`src/rtl/riscv_types.sv`:
```
// Shared RISC-V core types: FP writeback bundle and the number of FP units
// that feed the writeback collector.
package riscv_types;

    localparam int FP_WB_UNITS = 3;

    typedef struct packed {
        logic [31:0] result;
        logic [4:0]  rd;
        logic        reg_write;
        logic        FP_reg_write;
    } fp_wb_entry_t;

endpackage

```
`src/rtl/fp_rr_arbiter.sv`:
```
// Combinational round-robin arbiter: grants the first requester at or after
// ptr (wrapping modulo N); the pointer register is owned by the caller.
module fp_rr_arbiter #(
    parameter int N = 3,
    localparam int IW = (N > 1) ? $clog2(N) : 1
) (
    input  logic [N-1:0]  req,
    input  logic [IW-1:0] ptr,
    input  logic          enable,
    output logic [N-1:0]  grant,
    output logic [IW-1:0] grant_idx
);

    logic found;
    int   j;

    always_comb begin
        grant     = '0;
        grant_idx = '0;
        found     = 1'b0;
        j         = 0;
        for (int k = 0; k < N; k++) begin
            j = (int'(ptr) + k) % N;
            if (enable && !found && req[j]) begin
                grant[j]  = 1'b1;
                grant_idx = IW'(j);
                found     = 1'b1;
            end
        end
    end

endmodule

```
`src/rtl/fp_wb_collector.sv`:
```
// Collects final-stage results of the pipelined FP units into per-unit slots
// and drains them round-robin into one registered writeback stream.
module fp_wb_collector
    import riscv_types::*;
#(
    parameter int N_UNITS = FP_WB_UNITS,
    parameter int XLEN    = 32,
    localparam int UW     = $clog2(N_UNITS)
) (
    input  logic                    clk,
    input  logic                    rst,
    input  logic                    flush,
    input  logic [N_UNITS-1:0]      unit_valid,
    input  logic [N_UNITS*XLEN-1:0] unit_result,
    input  logic [N_UNITS*5-1:0]    unit_rd,
    input  logic [N_UNITS-1:0]      unit_reg_write,
    input  logic [N_UNITS-1:0]      unit_FP_reg_write,
    output logic [N_UNITS-1:0]      unit_en,
    output logic                    wb_valid,
    input  logic                    wb_ready,
    output logic [XLEN-1:0]         wb_result,
    output logic [4:0]              wb_rd,
    output logic                    wb_reg_write,
    output logic                    wb_FP_reg_write,
    output logic [UW-1:0]           wb_unit
);

    logic [N_UNITS-1:0] slot_valid_q, slot_valid_d;
    fp_wb_entry_t       slot_q [N_UNITS];
    fp_wb_entry_t       slot_d [N_UNITS];
    fp_wb_entry_t       in_entry [N_UNITS];
    fp_wb_entry_t       wb_entry_q, wb_entry_d;
    logic               wb_valid_q, wb_valid_d;
    logic [UW-1:0]      wb_unit_q, wb_unit_d;
    logic [UW-1:0]      rr_ptr_q, rr_ptr_d;

    logic               load;
    logic [N_UNITS-1:0] grant;
    logic [UW-1:0]      grant_idx;
    logic [N_UNITS-1:0] capture;

    // The output register may take a new entry when empty or being consumed.
    assign load = !wb_valid_q || wb_ready;

    fp_rr_arbiter #(.N(N_UNITS)) u_arb (
        .req       (slot_valid_q),
        .ptr       (rr_ptr_q),
        .enable    (load),
        .grant     (grant),
        .grant_idx (grant_idx)
    );

    generate
        for (genvar gi = 0; gi < N_UNITS; gi++) begin : g_unit
            assign in_entry[gi] = '{result:       unit_result[gi*XLEN +: XLEN],
                                    rd:           unit_rd[gi*5 +: 5],
                                    reg_write:    unit_reg_write[gi],
                                    FP_reg_write: unit_FP_reg_write[gi]};
            // During rst/flush the units must advance so their own clear logic runs.
            assign unit_en[gi] = rst || flush || !slot_valid_q[gi] || grant[gi];
            assign capture[gi] = unit_valid[gi] && unit_en[gi];
        end
    endgenerate

    always_comb begin
        slot_d       = slot_q;
        wb_entry_d   = wb_entry_q;
        wb_valid_d   = wb_valid_q;
        wb_unit_d    = wb_unit_q;
        rr_ptr_d     = rr_ptr_q;
        if (load) begin
            if (|grant) begin
                wb_entry_d = slot_q[grant_idx];
                wb_unit_d  = grant_idx;
                wb_valid_d = 1'b1;
                rr_ptr_d   = (grant_idx == UW'(N_UNITS - 1)) ? '0 : grant_idx + UW'(1);
            end else begin
                wb_valid_d = 1'b0;
            end
        end
        // A granted slot that captures in the same cycle stays valid with the new entry.
        slot_valid_d = (slot_valid_q & ~grant) | capture;
        for (int i = 0; i < N_UNITS; i++) begin
            if (capture[i]) begin
                slot_d[i] = in_entry[i];
            end
        end
        if (flush) begin
            slot_valid_d = '0;
            wb_valid_d   = 1'b0;
            rr_ptr_d     = '0;
        end
    end

    always_ff @(posedge clk) begin
        if (rst) begin
            slot_valid_q <= '0;
            wb_entry_q   <= '0;
            wb_valid_q   <= 1'b0;
            wb_unit_q    <= '0;
            rr_ptr_q     <= '0;
        end else begin
            slot_valid_q <= slot_valid_d;
            wb_entry_q   <= wb_entry_d;
            wb_valid_q   <= wb_valid_d;
            wb_unit_q    <= wb_unit_d;
            rr_ptr_q     <= rr_ptr_d;
        end
    end

    // Slot payloads are qualified by slot_valid_q, so they need no reset.
    always_ff @(posedge clk) begin
        slot_q <= slot_d;
    end

    assign wb_valid        = wb_valid_q;
    assign wb_result       = wb_entry_q.result;
    assign wb_rd           = wb_entry_q.rd;
    assign wb_reg_write    = wb_entry_q.reg_write;
    assign wb_FP_reg_write = wb_entry_q.FP_reg_write;
    assign wb_unit         = wb_unit_q;

endmodule

```
`config.mk`:
```
export PLATFORM = sky130hd
export DESIGN_NAME = fp_wb_collector
export DESIGN_NICKNAME = d
export VERILOG_FILES = /design/src/rtl/riscv_types.sv /design/src/rtl/fp_rr_arbiter.sv /design/src/rtl/fp_wb_collector.sv
export SDC_FILE = /design/constraint.sdc
export NUM_CORES = 1
export LEC_CHECK = 0
export CAP_MARGIN = 10
export CORE_UTILIZATION = 40
export CTS_CLUSTER_DIAMETER = 60
export DETAILED_ROUTE_END_ITERATION = 12
export DONT_BUFFER_PORTS = 1
export HOLD_SLACK_MARGIN = 0.06
export MAX_ROUTING_LAYER = met4
export PLACE_DENSITY = 0.65
export SLEW_MARGIN = 30
export SYNTH_ARGS = -nofsm -noshare
export SYNTH_HDL_FRONTEND = slang
export SYNTH_SLANG_ARGS = --single-unit
```
`constraint.sdc`:
```
create_clock -name clk -period 3.4 [get_ports clk]
set_clock_uncertainty 0.05 [all_clocks]
set_input_delay 0.34 -clock clk [delete_from_list [all_inputs] [get_ports clk]]
set_output_delay 0.34 -clock clk [all_outputs]
set_load 0.02 [all_outputs]
```
==> flow_metrics.tcl, run 1 <==
set metrics [dict create \
    drtIter0Drc 271 \
    worstReg2RegEnd "slot_q[11]" \
    cts-htree-levels 4 \
    yosys_warnings 0 \
    clock.fmax_ghz 0.311 \
    grt_max_degree 50 \
    synth_enable_flop_cells 117 \
    start_util_pct 40.7 \
    diodes 0 \
    clock_path_buffers 2 \
    min_period_over_period_pct 94.7 \
    path_common_cell "inv_1" \
    antenna_found_initial 0 \
    fp-row-count 46 \
    power.density_nw_per_um2 591 \
    ys_dominant_reg_cell "edfxtp_1" \
    worst_path_dominant_cell_family "simple AND/OR/NAND/NOR gates" \
    synth.cell_area_um2 6450 \
    critical_path_cell_count 8 \
    detail_route.wl_per_cell_um 19.2 \
    die_h_um 129 \
    fp.dieArea_um2 16600 \
    cts.clk_slew.worst_paths_ps 60 \
    crit_path_cell_chain "inv_1 -> ha_1 -> inv_1 -> o31ai_1 -> a22oi_1 -> or3_1 -> nand3_1 -> buf_4" \
    fraction_of_power_consumed_by_sequential_logic_pct 50.5 \
    die_width_um 129 \
    clockPowerShare_pct 37.5 \
    max_stage_delay_ps 520 \
    timing.final.ws_setup_ps 181 \
    area_fraction_in_compound_gates_after_synthesis_pct 10.3 \
    report.final.slew_viol_count 0 \
    avgSynthCellArea_um2 14.5 \
    synthesis.nets 573 \
    first_pass_grt_wire_length_um 23200 \
    critical_path.endpoint_type "output port" \
    cts-root-buf "clkbuf_16" \
    slew-limit-headroom_pct 63.7 \
    drc_violations_left 0 \
    grt_overall_usage_pct 19.6 \
    critPathCapture "unit_en[2]" \
    cts_buffers 17 \
    tns_ps 0 \
    nets 696 \
    finalHoldViolations 0 \
    multi_input_comb_area_um2 1830 \
    layout-drive-gt1-share_pct 15.8 \
    rr_worst_depth 9 \
    io_buffer_count 0 \
    drv_cap 0 \
    cp_slowest_cell "ha_1" \
    worstHoldPathType "input port to flop" \
    grt_setup_unrepaired "no" \
    critPathArrivalTime_ps 2830 \
    synth_simple_gate_area_share_pct 10.5 \
    globalRoute.totalOverflow 0 \
    dp.final_hpwl_um 8620 \
    worstSetupStartpointType "flop" \
    synth.area.mux_share_pct 6.37 \
    filler_cell_count 1323 \
    viasPerCell 5.25 \
    cts_resized 0 \
    startpoint "rr_ptr_q[0]" \
    via_count_of_the_first_global_routing_pass 4447 \
    drt_pre_antenna_iters 4 \
    gp_congestion 0.959 \
    floorplan.io_pins 169 \
    required_ps 3010 \
    final_common_cell "dlygate4sd3_1" \
    intPower_uw 3690 \
    worstPathMaxFanout 14 \
    final_cell_mix "dlygate4sd3_1 (122), edfxtp_1 (117), nand2_1 (50)" \
    synthDistinctLibCells 48 \
    xor_xnor_share_of_the_synthesized_area_pct 0 \
    setup.reg_to_reg.worst_slack_ps 330 \
    via_count 4187 \
    worst-setup-path-type "flop to output port" \
    critical_path_buf_inv_count 3 \
    comb_power_share_pct 12.0 \
    cts_tree "built" \
    tritoncts_num_sinks 164 \
    area.growth.synth_to_final_pct 31.9 \
    netlist_instances 445 \
    setup_viol_count_final 0 \
    pre_cts_ws_ps 397 \
    yosys.area_share.adder_pct 0.776 \
    seq_area_um2 4450 \
    switching_power_uw 1340 \
    switching_share_pct 26.7 \
    critical_path.reg2reg.startpoint "rr_ptr_q[0]" \
    worstMarginPinSlew_ps 545 \
    route.antenna.remaining_nets 0 \
    hold_path.startpoint "rst" \
    dominant_combinational_cell_family_by_area_after_synthesis "simple AND/OR/NAND/NOR gates" \
    run_status "complete, no violations" \
    fp.coreArea_um2 15800 \
    leakage_dissipation_uw 0.00298 \
    synth_async_sr_flop_share_pct 0 \
    routed_wire_length_um 15300 \
    min_period_ps 3220 \
    vdd.ir_drop.worst_mv 0.405 \
    seq_area_frac_synth_pct 69.1 \
    postSynthRegisterBits 164 \
    worst_skew_pair.late_latency_ps 420 \
]
-- state kept, by name, summed over array words and instances, names as in the netlist --
signal,cells
wb_reg_write,1
slot_valid_q,3
wb_FP_reg_write,1
wb_result,32
rr_ptr_q,2
wb_rd,5
wb_unit,2
wb_valid,1
slot_q,117
-- worst reg2reg max path: stages, from the launching register on --
cell and delay (ps):
dfxtp_1 380, inv_1 80, ha_1 520, inv_1 160, o31ai_1 280, a22oi_1 140, or3_1 490, nand3_1 180
and2_2 190, buf_12 260
-- routing by layer --
metal	vias to the layer above	global-route usage, %	routed length, µm
li1	1932	-	-
met1	2056	21.1	5910
met2	175	33.3	8020
met3	24	6.90	1080
met4	0	7.27	273
met5	-	-	0
-- what timing repair did --
item / 4_1_cts / 5_1_grt
buffers inserted: 0 / 0
hold buffers: 122 / 0
setup endpoints to repair: 0 / 0
endpoints found under the hold margin: 124 / 0
-- cells by family (layout without fill, tap and decap cells) --
kind of cell    count (synthesis)  after routing
simple gates                  127            127
flops                         164            164
buf+inv                        35            171
mux                            41             41
fa+ha+maj                       4              4
compound gates                 74             74
-- cell usage after synthesis, types with 3 or more instances --
| cell | instances | area, µm² |
|---|---|---|
| nand3b_1 | 3 | 22.5 |
| nand3_1 | 4 | 20.0 |
| o21ai_0 | 6 | 30.0 |
| mux2i_1 | 41 | 410 |
| ha_1 | 4 | 50.1 |
| edfxtp_1 | 117 | 3510 |
| buf_4 | 3 | 22.5 |
| dfxtp_1 | 47 | 941 |
| a21oi_1 | 5 | 25.0 |
| nand2b_1 | 4 | 25.0 |
| buf_2 | 15 | 75.1 |
| or2_2 | 40 | 250 |
| nand4_1 | 4 | 25.0 |
| nor2_1 | 5 | 18.8 |
| inv_1 | 6 | 22.5 |
| and2_1 | 5 | 31.3 |
| clkbuf_1 | 7 | 26.3 |
| buf_6 | 4 | 45.0 |
| a32o_1 | 39 | 390 |
| nand2_1 | 50 | 188 |
| nor2b_1 | 6 | 37.5 |
-- worst min-delay path by stage --
| stage | depth (start not counted) | to | slack (ps) |
|---|---|---|---|
| global placement | 1 | wb_unit[1] | 360 |
| floorplan | 1 | wb_unit[0] | 360 |
| finish | 3 | slot_valid_q[2] | 150 |
| global route | 3 | slot_valid_q[2] | 150 |
| detailed placement | 1 | wb_unit[0] | 360 |
| CTS | 3 | slot_valid_q[1] | 130 |
-- power by group through the flow --
stage | Clock (µW) | Sequential, µW | Combinational (µW)
3_5_place_dp | 0 | 2580 | 481
2_1_floorplan | 0 | 2540 | 377
6_report | 1890 | 2540 | 602
4_1_cts | 1910 | 2540 | 597
3_3_place_gp | 0 | 2580 | 465
5_1_grt | 2000 | 2560 | 654
-- final cells by class --
type	instances	area share [%]
tap	216	3.18
sequential	164	52.4
inverter	6	0.265
multi-input combinational	246	21.5
timing repair buffer	133	15.9
clock buffer	20	5.37
clock inverter	12	1.38
-- stage by stage --
step | utilization, % | instances | instance area [µm²] | power, µW | hold slack (ps)
floorplan | - | 445 | 6450 | 2920 | 359
CTS | 53.7 | 797 | 8500 | 5040 | 130
finish | 53.7 | 797 | 8500 | 5030 | 154
global route | 53.7 | 797 | 8500 | 5210 | 145
detailed placement | 42.4 | 643 | 6710 | 3060 | 362
global placement | 42.4 | 643 | 6710 | 3040 | 363
No activity file was read; power rests on OpenSTA's default activity.
==> run 2, diff against run 1 <==
--- a/config.mk
+++ b/config.mk
@@ -6,6 +6,7 @@
 export NUM_CORES = 1
 export LEC_CHECK = 0
 export CAP_MARGIN = 10
+export CORE_MARGIN = 1.5
 export CORE_UTILIZATION = 40
 export CTS_CLUSTER_DIAMETER = 60
 export DETAILED_ROUTE_END_ITERATION = 12
@@ -13,6 +14,7 @@
 export HOLD_SLACK_MARGIN = 0.06
 export MAX_ROUTING_LAYER = met4
 export PLACE_DENSITY = 0.65
+export REMOVE_ABC_BUFFERS = 1
 export SLEW_MARGIN = 30
 export SYNTH_ARGS = -nofsm -noshare
 export SYNTH_HDL_FRONTEND = slang
==> run 2 against run 1 <==
Final area is 0.13% higher. Critical path depth is 1 higher. Cell count is 0.13% higher. Global-route usage hardly changed. Sequential share of layout area is 0.069 points lower. Clock power hardly changed. Sequential power hardly changed. Critical path type is now flop to flop.
==> flow_metrics.tcl, run 2 (same netlist as run 1, synthesis figures left out) <==
set metrics [dict create \
    cts-root-buf "clkbuf_16" \
    worstSetupStartpointType "flop" \
    groute.layer.met3.usage_pct 6.68 \
    critical_path.endpoint_type "flop" \
    finalHoldViolations 0 \
    timing.final.ws_setup_ps 209 \
    layout-drive-gt1-share_pct 16.0 \
    globalRoute.busiestLayer "met2" \
    grt_overall_usage_pct 19.6 \
    cts.clk_slew.worst_paths_ps 70 \
    viasPerCell 5.35 \
    cts_tree "built" \
    drv_cap 0 \
    pre_cts_ws_ps 250 \
    globalRoute.totalOverflow 0 \
    leakage_dissipation_uw 0.00298 \
    cts_buffers 17 \
    worst-setup-path-type "flop to flop" \
    grt_max_degree 55 \
    largest_register_ffs 117 \
    detail_route.wl_per_cell_um 20.0 \
    gp_congestion 0.878 \
    clock_path_buffers 2 \
    worstHoldPathType "input port to flop" \
    required_ps 3440 \
    max_flop_register "slot_q" \
    drt_pre_antenna_iters 4 \
    final_cell_mix "dlygate4sd3_1 (122), edfxtp_1 (117), nand2_1 (50)" \
    dp.final_hpwl_um 8890 \
    max_stage_delay_ps 500 \
    drtIter0Drc 293 \
    fp.dieArea_um2 16900 \
    utilization_pct 53.8 \
    drc_violations_left 0 \
    place_inst 644 \
    use_met1_pct 22.9 \
    run_status "complete, no violations" \
    final_common_cell "dlygate4sd3_1" \
    worstMarginPinSlew_ps 595 \
    cts-htree-levels 4 \
    critical_path_cell_count 9 \
    first_pass_grt_wire_length_um 23600 \
    via_count 4266 \
    via_count_of_the_first_global_routing_pass 4399 \
    fp.coreArea_um2 15800 \
    critPathArrivalTime_ps 3230 \
    hold-path-cell-count 3 \
    route.antenna.remaining_nets 0 \
    start_util_pct 40.7 \
    cp_slowest_cell "ha_1" \
    routed_wire_length_um 16000 \
    die_width_um 130 \
    area.growth.synth_to_final_pct 32.1 \
    post-cts-setup-buffer-count 0 \
    worstPathMaxFanout 21 \
    diodes 0 \
    nets 697 \
    grt_setup_unrepaired "no" \
    power.density_nw_per_um2 592 \
    globalRouteMet2Util_pct 31.4 \
    clock.fmax_ghz 0.313 \
    worst_path_dominant_cell_family "compound AO/OA/AOI/OAI gates" \
    tritoncts_num_sinks 164 \
    io_buffer_count 0 \
    vdd.ir_drop.worst_mv 0.406 \
    crit_path_cell_chain "inv_1 -> ha_1 -> mux2i_1 -> o21a_2 -> and3_1 -> o21a_1 -> a211o_1 -> and2_2 -> buf_4" \
    antenna_found_initial 0 \
    slew-limit-headroom_pct 60.0 \
    min_period_over_period_pct 93.9 \
    report.final.slew_viol_count 0 \
    floorplan.io_pins 169 \
    critical_path_buf_inv_count 2 \
    setup_viol_count_final 0 \
    worst_skew_pair.late_latency_ps 410 \
    final_cell_count_without_fillers 798 \
    min_period_ps 3190 \
    fp-row-count 46 \
    die_h_um 130 \
    rr_worst_depth 9 \
    filler_cell_count 1256 \
]
run 2: per-stage QoR:
step                      setup TNS [ps]  power, µW  hold WS [ps]  cell area (µm²)
after floorplan                   -64040       2900           359             6280
after global placement                 0       3050           363             6710
after detailed placement               0       3070           362             6710
after CTS                              0       5050           125             8510
after global routing                   0       5220           138             8510
final                                  0       5040           148             8510
run 2: cell type report:
class	instances	area (µm²)	share of cell area [%]
Multi-Input combinational cell	246	1830	21.5
Inverter	6	22.5	0.265
Clock inverter	15	153	1.79
Timing Repair Buffer	134	1360	16.0
Tap cell	216	270	3.17
Sequential cell	164	4450	52.3
Clock buffer	17	425	5.00
run 2: per-layer routing:
layer	up-vias	wire, µm	part of all wire (%)
met5	-	0	0
met4	0	305	1.9
met3	26	1210	7.6
met2	197	7960	50
met1	2112	6480	41
li1	1931	-	-
run 2: worst paths after layout:
path | start | endpoint | slack [ps]
worst max-delay path | rr_ptr_q[1] | slot_q[115] | 210
worst min-delay path | rst | slot_valid_q[1] | 150
worst max register to register | rr_ptr_q[1] | slot_q[115] | 210
worst min register to register | rr_ptr_q[0] | rr_ptr_q[0] | 470
run 2: timing repair:
item                                    4_1_cts  5_1_grt
hold endpoints to repair                    125        0
endpoints found under the setup margin        0        0
hold buffers                                122        0
gates resized for setup                       0        0
run 2: power breakdown:
part	switching, µW	leakage [µW]	internal, µW	total [µW]
clock	802	0.000281	1090	1890
sequential	212	0.00153	2330	2540
combinational	318	0.00117	294	612
run 2: tightest hold or removal path, cell delays in order:
cell and delay, ps:
nor2_1 90, nand2_1 90, nand2_1 40
==> run 3, diff against run 2 <==
--- a/config.mk
+++ b/config.mk
@@ -14,7 +14,6 @@
 export HOLD_SLACK_MARGIN = 0.06
 export MAX_ROUTING_LAYER = met4
 export PLACE_DENSITY = 0.65
-export REMOVE_ABC_BUFFERS = 1
 export SLEW_MARGIN = 30
 export SYNTH_ARGS = -nofsm -noshare
 export SYNTH_HDL_FRONTEND = slang
==> run 3 against run 2 <==
Critical endpoint is now unit_en[2]. Count of clock-buffer cells in the layout grew 4. Core utilization grew 0.10 points. First-iteration DRC count fell by 3.8%. Final area rose by 0.19%. Global-route usage decreased by 0.17 points. Maximum frequency rose by 0.75%. Largest power group unchanged.
==> flow_metrics.tcl, run 3 (same netlist as run 1, synthesis figures left out) <==
set metrics [dict create \
    leakage_dissipation_uw 0.00299 \
    min_period_ps 3170 \
    drv_cap 0 \
    antenna_found_initial 0 \
    floorplan.io_pins 169 \
    viasPerCell 5.35 \
    cts_buffers 17 \
    diodes 0 \
    first_pass_grt_wire_length_um 23400 \
    setup_viol_count_final 0 \
    run_status "complete, no violations" \
    via_count_of_the_first_global_routing_pass 4491 \
    worstHoldPathType "input port to flop" \
    tns_ps 0 \
    slew-limit-headroom_pct 62.9 \
    cts-root-buf "clkbuf_16" \
    routed_wire_length_um 15500 \
    report.final.slew_viol_count 0 \
    grt_overall_usage_pct 19.4 \
    globalRoute.totalOverflow 0 \
    tritoncts_num_sinks 164 \
    fp.dieArea_um2 16900 \
    start_util_pct 40.7 \
    drt_pre_antenna_iters 5 \
    gp_congestion 0.782 \
    dp.final_hpwl_um 8910 \
    detail_route.wl_per_cell_um 19.4 \
    finalHoldViolations 0 \
    critical_path.endpoint_type "output port" \
    filler_cell_count 1294 \
    largest_register_ffs 117 \
    die_width_um 130 \
    layout-drive-gt1-share_pct 16.4 \
    vdd.ir_drop.worst_mv 0.370 \
    cts.clk_slew.worst_paths_ps 60 \
    final_cell_count_without_fillers 800 \
    grt_setup_unrepaired "no" \
    drc_violations_left 0 \
    final_common_cell "dlygate4sd3_1" \
    area.growth.synth_to_final_pct 32.3 \
    worstSetupStartpointType "flop" \
    clock.fmax_ghz 0.316 \
    required_ps 3010 \
    worst_skew_pair.late_latency_ps 420 \
    io_buffer_count 0 \
    post-cts-setup-buffer-count 0 \
    cts-htree-levels 4 \
    cts_tree "built" \
    final_cell_mix "dlygate4sd3_1 (122), edfxtp_1 (117), nand2_1 (50)" \
    hold-path-cell-count 3 \
    grt_max_degree 49 \
    worst-setup-path-type "flop to output port" \
    min_period_over_period_pct 93.2 \
    fp-row-count 46 \
    worstMarginPinSlew_ps 555 \
    route.antenna.remaining_nets 0 \
    clock_path_buffers 2 \
    rr_worst_depth 9 \
    drtIter0Drc 282 \
    critPathArrivalTime_ps 2780 \
    fp.coreArea_um2 15800 \
    worstPathMaxFanout 16 \
    die_h_um 130 \
    power.density_nw_per_um2 589 \
    whs_ps 124 \
    nets 699 \
    max_flop_register "slot_q" \
    place_inst 646 \
    via_count 4279 \
]
## run 3: repair_timing
item | in CTS | in global routing
hold buffers | 122 | 0
hold endpoints to repair | 125 | 0
endpoints found under the setup margin | 0 | 1
gates resized for setup | 0 | 1
## run 3: path summary, 6_finish.rpt
check	from	endpoint	slack [ps]
worst max-delay path	rr_ptr_q[1]	unit_en[2]	230
worst min-delay path	rst	slot_valid_q[0]	120
worst max register to register	rr_ptr_q[1]	slot_q[98]	250
worst min register to register	rr_ptr_q[0]	rr_ptr_q[0]	490
## run 3: cell type report
| cell class | instances | area [µm²] | area share (%) |
|---|---|---|---|
| clock buffers | 21 | 460 | 5.40 |
| inverters | 6 | 22.5 | 0.264 |
| well taps | 216 | 270 | 3.17 |
| multi-input cells | 246 | 1830 | 21.4 |
| flip-flops and latches | 164 | 4450 | 52.2 |
| clock inverters | 11 | 116 | 1.36 |
| repair buffers | 136 | 1380 | 16.1 |
## run 3: worst max-delay path, stage by stage, from the launching register on
cell     delay, ps
dfxtp_1        350
inv_1           90
ha_1           500
mux2i_1        400
o21ai_0        130
a22oi_1        200
or3_1          350
nand3_1        150
buf_4          190
## run 3: stage by stage
| stage | utilization (%) | power [µW] | area (µm²) | setup WS (ps) |
|---|---|---|---|---|
| global route | 53.9 | 5220 | 8530 | 15.2 |
| global placement | 42.5 | 3050 | 6730 | 456 |
| CTS | 53.9 | 5050 | 8530 | 234 |
| floorplan | - | 2920 | 6450 | 93.1 |
| detailed placement | 42.5 | 3070 | 6730 | 309 |
| finish | 53.9 | 5020 | 8530 | 232 |
## run 3: where the power goes
group          internal, µW  switching [µW]  total, µW
combinational           294             313        607
clock                  1070             807       1870
sequential             2330             209       2540
total                  3690            1330       5020
## run 3: per-layer routing
| layer | GRT usage, % | routed length (µm) | vias to the layer above |
|---|---|---|---|
| li1 | - | - | 1942 |
| met4 | 7.06 | 204 | 0 |
| met2 | 32.4 | 8070 | 191 |
| met5 | - | 0 | - |
| met1 | 22.2 | 6310 | 2125 |
| met3 | 5.86 | 948 | 21 |
